## config.mk

```make
export PLATFORM = sky130hd
export DESIGN_NAME = ball_motion_ctrl
export DESIGN_NICKNAME = d
export VERILOG_FILES = /design/src/rtl/graphic_pkg.sv /design/src/rtl/frame_tick_gen.sv /design/src/rtl/ball_motion_ctrl.sv
export SDC_FILE = /design/constraint.sdc
export NUM_CORES = 1
export LEC_CHECK = 0
export BUFFER_PORTS_ARGS = -buffer_cell sky130_fd_sc_hd__buf_2
export CAP_MARGIN = 20
export CELL_PAD_IN_SITES_DETAIL_PLACEMENT = 1
export CELL_PAD_IN_SITES_GLOBAL_PLACEMENT = 1
export CORE_ASPECT_RATIO = 0.6
export CORE_MARGIN = 5
export CORE_UTILIZATION = 45
export DETAILED_ROUTE_END_ITERATION = 6
export PLACE_DENSITY = 0.95
export SLEW_MARGIN = 10
export SYNTH_ARGS = -nofsm -noshare
export SYNTH_HDL_FRONTEND = slang
export SYNTH_SLANG_ARGS = --single-unit
```

## constraint.sdc

```tcl
create_clock -name i_clk -period 5.66 [get_ports i_clk]
set_clock_uncertainty 0.1 [all_clocks]
set_input_delay 0.566 -clock i_clk [delete_from_list [all_inputs] [get_ports i_clk]]
set_output_delay 0.566 -clock i_clk [all_outputs]
set_load 0.01 [all_outputs]
```

## src/rtl/graphic_pkg.sv

```systemverilog
// rtl/graphic_pkg.sv - screen geometry, coordinate widths and game state encoding
package graphic_pkg;
  localparam int SCREEN_WIDTH  = 800;
  localparam int SCREEN_HEIGHT = 600;
  localparam int BALL_RADIUS   = 20;
  localparam int X_W           = $clog2(SCREEN_WIDTH);
  localparam int Y_W           = $clog2(SCREEN_HEIGHT);
  // Horizontal counter also spans the blanking interval, hence one bit wider.
  localparam int H_W           = 11;
  localparam int CALC_W        = 12;

  typedef enum logic [1:0] {
    ST_IDLE = 2'd0,
    ST_PLAY = 2'd1,
    ST_FAIL = 2'd2
  } game_state_t;

  function automatic logic signed [CALC_W-1:0] clamp_coord(
    input logic signed [CALC_W-1:0] val,
    input logic signed [CALC_W-1:0] lo,
    input logic signed [CALC_W-1:0] hi
  );
    if (val < lo) return lo;
    if (val > hi) return hi;
    return val;
  endfunction
endpackage

```

## src/rtl/frame_tick_gen.sv

```systemverilog
// rtl/frame_tick_gen.sv - one-cycle pulse when scan-out first reaches the line below the visible area
module frame_tick_gen
  import graphic_pkg::*;
(
  input  logic           i_clk,
  input  logic           i_rst_n,
  input  logic [H_W-1:0] i_h_coord,
  input  logic [Y_W-1:0] i_v_coord,
  output logic           o_frame_tick
);
  logic cond;
  logic cond_q;

  assign cond = (i_v_coord == Y_W'(SCREEN_HEIGHT)) && (i_h_coord == '0);

  always_ff @(posedge i_clk or negedge i_rst_n) begin
    if (!i_rst_n) begin
      cond_q       <= 1'b0;
      o_frame_tick <= 1'b0;
    end else begin
      cond_q       <= cond;
      o_frame_tick <= cond & ~cond_q;
    end
  end
endmodule

```

## src/rtl/ball_motion_ctrl.sv

```systemverilog
// rtl/ball_motion_ctrl.sv - per-frame ball movement, clamping, centre safety sampling and game FSM
module ball_motion_ctrl
  import graphic_pkg::*;
#(
  parameter int STEP    = 4,
  parameter int START_X = 400,
  parameter int START_Y = 300
) (
  input  logic           i_clk,
  input  logic           i_rst_n,
  input  logic           i_btn_up,
  input  logic           i_btn_down,
  input  logic           i_btn_left,
  input  logic           i_btn_right,
  input  logic           i_start,
  input  logic           i_disp_enbl,
  input  logic [H_W-1:0] i_h_coord,
  input  logic [Y_W-1:0] i_v_coord,
  input  logic           i_is_safe,
  output logic [X_W-1:0] o_ball_x,
  output logic [Y_W-1:0] o_ball_y,
  output logic [1:0]     o_state,
  output logic           o_frame_tick
);
  localparam logic [X_W-1:0] START_XV = X_W'(START_X);
  localparam logic [Y_W-1:0] START_YV = Y_W'(START_Y);
  localparam logic signed [CALC_W-1:0] STEP_S = CALC_W'(STEP);
  localparam logic signed [CALC_W-1:0] MIN_S  = CALC_W'(BALL_RADIUS);
  localparam logic signed [CALC_W-1:0] MAX_X  = CALC_W'(SCREEN_WIDTH - 1 - BALL_RADIUS);
  localparam logic signed [CALC_W-1:0] MAX_Y  = CALC_W'(SCREEN_HEIGHT - 1 - BALL_RADIUS);

  logic [1:0] state_q;
  logic       centre_seen;
  logic       centre_safe;
  logic       start_prev;
  logic       start_rise;
  logic       centre_hit;

  logic signed [CALC_W-1:0] dx, dy;
  logic signed [CALC_W-1:0] nx, ny;
  logic [X_W-1:0]           next_x;
  logic [Y_W-1:0]           next_y;

  frame_tick_gen u_frame_tick_gen (
    .i_clk       (i_clk),
    .i_rst_n     (i_rst_n),
    .i_h_coord   (i_h_coord),
    .i_v_coord   (i_v_coord),
    .o_frame_tick(o_frame_tick)
  );

  assign start_rise = i_start & ~start_prev;
  assign centre_hit = i_disp_enbl && (i_h_coord == H_W'(o_ball_x)) && (i_v_coord == o_ball_y);

  // Opposite buttons cancel; the sum is formed wide and signed so the clamp sees true underflow.
  always_comb begin
    dx = '0;
    dy = '0;
    if (i_btn_right && !i_btn_left) dx = STEP_S;
    else if (i_btn_left && !i_btn_right) dx = -STEP_S;
    if (i_btn_down && !i_btn_up) dy = STEP_S;
    else if (i_btn_up && !i_btn_down) dy = -STEP_S;
    nx     = clamp_coord(signed'(CALC_W'(o_ball_x)) + dx, MIN_S, MAX_X);
    ny     = clamp_coord(signed'(CALC_W'(o_ball_y)) + dy, MIN_S, MAX_Y);
    next_x = X_W'(nx);
    next_y = Y_W'(ny);
  end

  always_ff @(posedge i_clk or negedge i_rst_n) begin
    if (!i_rst_n) begin
      state_q     <= ST_IDLE;
      o_ball_x    <= START_XV;
      o_ball_y    <= START_YV;
      centre_seen <= 1'b0;
      centre_safe <= 1'b0;
      start_prev  <= 1'b0;
    end else begin
      start_prev <= i_start;

      if (o_frame_tick) begin
        centre_seen <= 1'b0;
        centre_safe <= 1'b0;
      end else if (centre_hit) begin
        centre_seen <= 1'b1;
        centre_safe <= i_is_safe;
      end

      // Entering PLAY overrides the sampler so the first frame is a grace frame.
      case (state_q)
        ST_IDLE: begin
          o_ball_x <= START_XV;
          o_ball_y <= START_YV;
          if (start_rise) begin
            state_q     <= ST_PLAY;
            centre_seen <= 1'b0;
          end
        end
        ST_PLAY: begin
          if (o_frame_tick) begin
            if (centre_seen && !centre_safe) begin
              state_q <= ST_FAIL;
            end else begin
              o_ball_x <= next_x;
              o_ball_y <= next_y;
            end
          end
        end
        ST_FAIL: begin
          if (start_rise) begin
            state_q     <= ST_PLAY;
            o_ball_x    <= START_XV;
            o_ball_y    <= START_YV;
            centre_seen <= 1'b0;
          end
        end
        default: state_q <= ST_IDLE;
      endcase
    end
  end

  assign o_state = state_q;
endmodule
```

==> reports/qor.txt <==
Status - finished, final reports clean
Die area - 0.00762 mm2
Worst vdd ir - 106 uV
Most frequent cells in the layout - buf_2, nand2_1, o21ai_0
Post-route cell area - 0.00286 mm2
Ant diodes - 0
Syn Area/Cell - 8.15 um2
CP peak stage delay - 0.69 ns
Number of flops mapped to enable cells by yosys - 0
Setup Fix Bufs, Post-CTS - 0
Grt peak-use layer - met1
Final Util - 50.7%
Crit path buf inv count - 2
Distinct cells, synth - 68
Worst flop-to-flop path startpoint - o_ball_y[3]
Grt met1 use - 37.9%
Resized cells post-CTS - 0
Cell count of the worst reg-to-reg path - 11
CP max-delay cell - ha_1
Simple-gate share of the synthesized area - 25.6%
Largest net degree at the start of global routing - 26
Top FF cell, synth - dfrtp_1
Clock Latency Late Sink - 0.27 ns
Tcrit/Tclk final - 69.4%
H-tree Lvls - 1
Vias - 2751
# rows - 21
Setup slack, reg-to-reg - 2.11 ns
GRT overflow - 0
Rel. slew slack - 46.4%
Via density - 6.25
Vert. Die Dim - 69.6 um
Critical path data arrival time - 3.97 ns
Final setup violation count - 0
Hpwl dp - 7210 um
Vias in the first global route - 2687
Root Buffer - clkbuf_8
Drt first pass iters - 5
Fin Setup TNS - 0 ns
Clock sinks - 25
TritonCTS Buffers - 3
CTS Hold Bufs - 0
Fin crit period - 3.93 ns
Slew Viols, Final - 0
Most used cell, CP - ha_1
Compound-cell area share of the yosys netlist - 25.2%
Setup ws final - 1.73 ns
Filler cells - 735
Share of layout cells above drive strength 1 - 22.8%
Crit-path cells - buf_2 > inv_1 > ha_1 > xor2_1 > ha_1 > nand4bb_1 > nand4_2 > a21bo_2 > mux2i_2 > a221o_1 > or4_4 > o211ai_2 > or4_1 > o221ai_1
Cell Area, Placed - 0.00282 mm2
First-pass GRT wire length - 14700 um
CP Data Required Time - 5.70 ns
Mapped Cells - 327
Lkg Pwr - 1.21 nW
Post-route DRC - 0
Slew @ Worst Pin - 0.804 ns
RSZ-0062 raised after global routing - no
Clk buf depth - 2
Max-cap viol count - 0
Peak Freq - 255 MHz
Core ar. - 0.00565 mm2
Critical Path Start Type - input port
Gr usage total - 24.0%
Antenna Nets Post-Route - 0
Synthesized cell area - 0.00267 mm2
Post-Synth Adder-Cell Area - 4.22%
Reg2reg end - o_ball_y[6]
Sequential share of the synthesized area - 23.8%
Io pins - 53
WS Path Type - input port to flop
Syn nets - 366
Final WL - 9080 um
CP max FO - 23
Min-delay worst type - input port to async pin
CTS tree - yes
Power Density - 198 mW/mm2
Initial antenna violation count - 0
Initial core utilization - 47.2%
Final #Nets - 400
Post-synthesis mux area share - 0.892%
Met2 Usage GRT - 34.9%
Cell family with most CP delay - simple AND/OR/NAND/NOR gates
Area Overhead vs Synth - 7.41%
Commonest non-fill, non-tap cell in the layout - buf_2
DRT iter0 DRCs - 184
Asr flop ratio synth - 100%
Seq cells post-synth - 25
Main combinational cell family by area after synthesis - simple AND/OR/NAND/NOR gates
Met3 Usage GRT - 4.00%
Crit end category - flop
PortBufs - 52
Pre-CTS setup slack - 1.53 ns
Post-Synth XOR/XNOR Area - 10.8%
Clock-pin slew on the worst setup and hold paths - 0.09 ns
Chip Width - 109 um
Routed len/inst - 20.6 um
Syn. warnings - 0
Routability congestion estimate - 0.967
Fin. Hold Viols - 0
-- cell families after synthesis --
family                     after synthesis
adders and majority gates                9
muxes                                    2
buffers and inverters                   35
xor gates and xnor gates                33
DFF                                     25
and+or+nand+nor                        123
AOI/OAI and AO/OA                      100
-- where the power goes --
part / internal [mW] / total (mW) / leakage, nW / switching (mW)
Sequential: 0.191 / 0.229 / 0.314 / 0.0384
Clock: 0.0505 / 0.109 / 0.0228 / 0.0589
Combinational: 0.0911 / 0.230 / 0.872 / 0.139
-- sequential cells by signal, summed over array words and instances (netlist names) --
signal and count:
o_ball_x 9, o_ball_y 9, o_state 2, centre_safe 1, centre_seen 1, start_prev 1, u_frame_tick_gen.cond_q 1, u_frame_tick_gen.o_frame_tick 1
-- cells in the mapped netlist, types with 9 or more instances --
cell / count / area share [%]
a21oi_1: 17 / 3.2
clkbuf_8: 9 / 4.6
dfrtp_1: 18 / 17
ha_1: 9 / 4.2
inv_1: 12 / 1.7
nand2_1: 27 / 3.8
nand3_1: 9 / 1.7
nor2_1: 22 / 3.1
nor4_1: 9 / 2.1
o21ai_0: 24 / 4.5
xnor2_1: 14 / 4.6
xor2_1: 19 / 6.2
-- metrics by stage --
step,std cells,total power [mW],hold slack [ns]
2_1_floorplan,327,0.400,0.170
3_3_place_gp,436,0.446,0.334
3_5_place_dp,436,0.454,0.343
4_1_cts,440,0.565,0.200
5_1_grt,440,0.601,0.238
6_report,440,0.568,0.188
-- worst max-delay path by stage --
| stage | from | to | slack [ns] | cells after the start |
|---|---|---|---|---|
| after floorplan | i_btn_right | o_ball_x[6] | 2.13 | 15 |
| after global placement | i_btn_right | o_ball_x[6] | 1.73 | 12 |
| after detailed placement | i_btn_right | o_ball_x[6] | 1.53 | 14 |
| after CTS | i_btn_right | o_ball_x[6] | 1.81 | 14 |
| after global routing | i_btn_down | o_ball_y[6] | 1.55 | 14 |
| final | i_btn_right | o_ball_x[6] | 1.73 | 14 |
-- worst register-to-register path: stages (launching register included) --
cell and delay (ns):
dfstp_2 0.72, xor2_1 0.24, ha_1 0.27, nand2b_1 0.10, o21ai_1 0.13, a22o_1 0.25
a22oi_1 0.13, xnor2_1 0.20, or2_2 0.33, nor4_1 0.57, nor2_1 0.14, a22o_1 0.26
-- final cells by class --
| type | instances | area, um2 | share of cell area [%] |
|---|---|---|---|
| inverters | 12 | 45.0 | 1.57 |
| multi-input cells | 267 | 1780 | 62.1 |
| clock buffers | 4 | 45.0 | 1.57 |
| flip-flops and latches | 25 | 634 | 22.1 |
| well taps | 80 | 100 | 3.49 |
| repair buffers | 52 | 260 | 9.09 |
-- metal layers --
metal	wire length [um]	part of all wire, %
met1	4570	50
met2	3870	43
met3	617	6.8
met4	28	0.31
met5	0	0
Power figures use the tool's default switching activity.
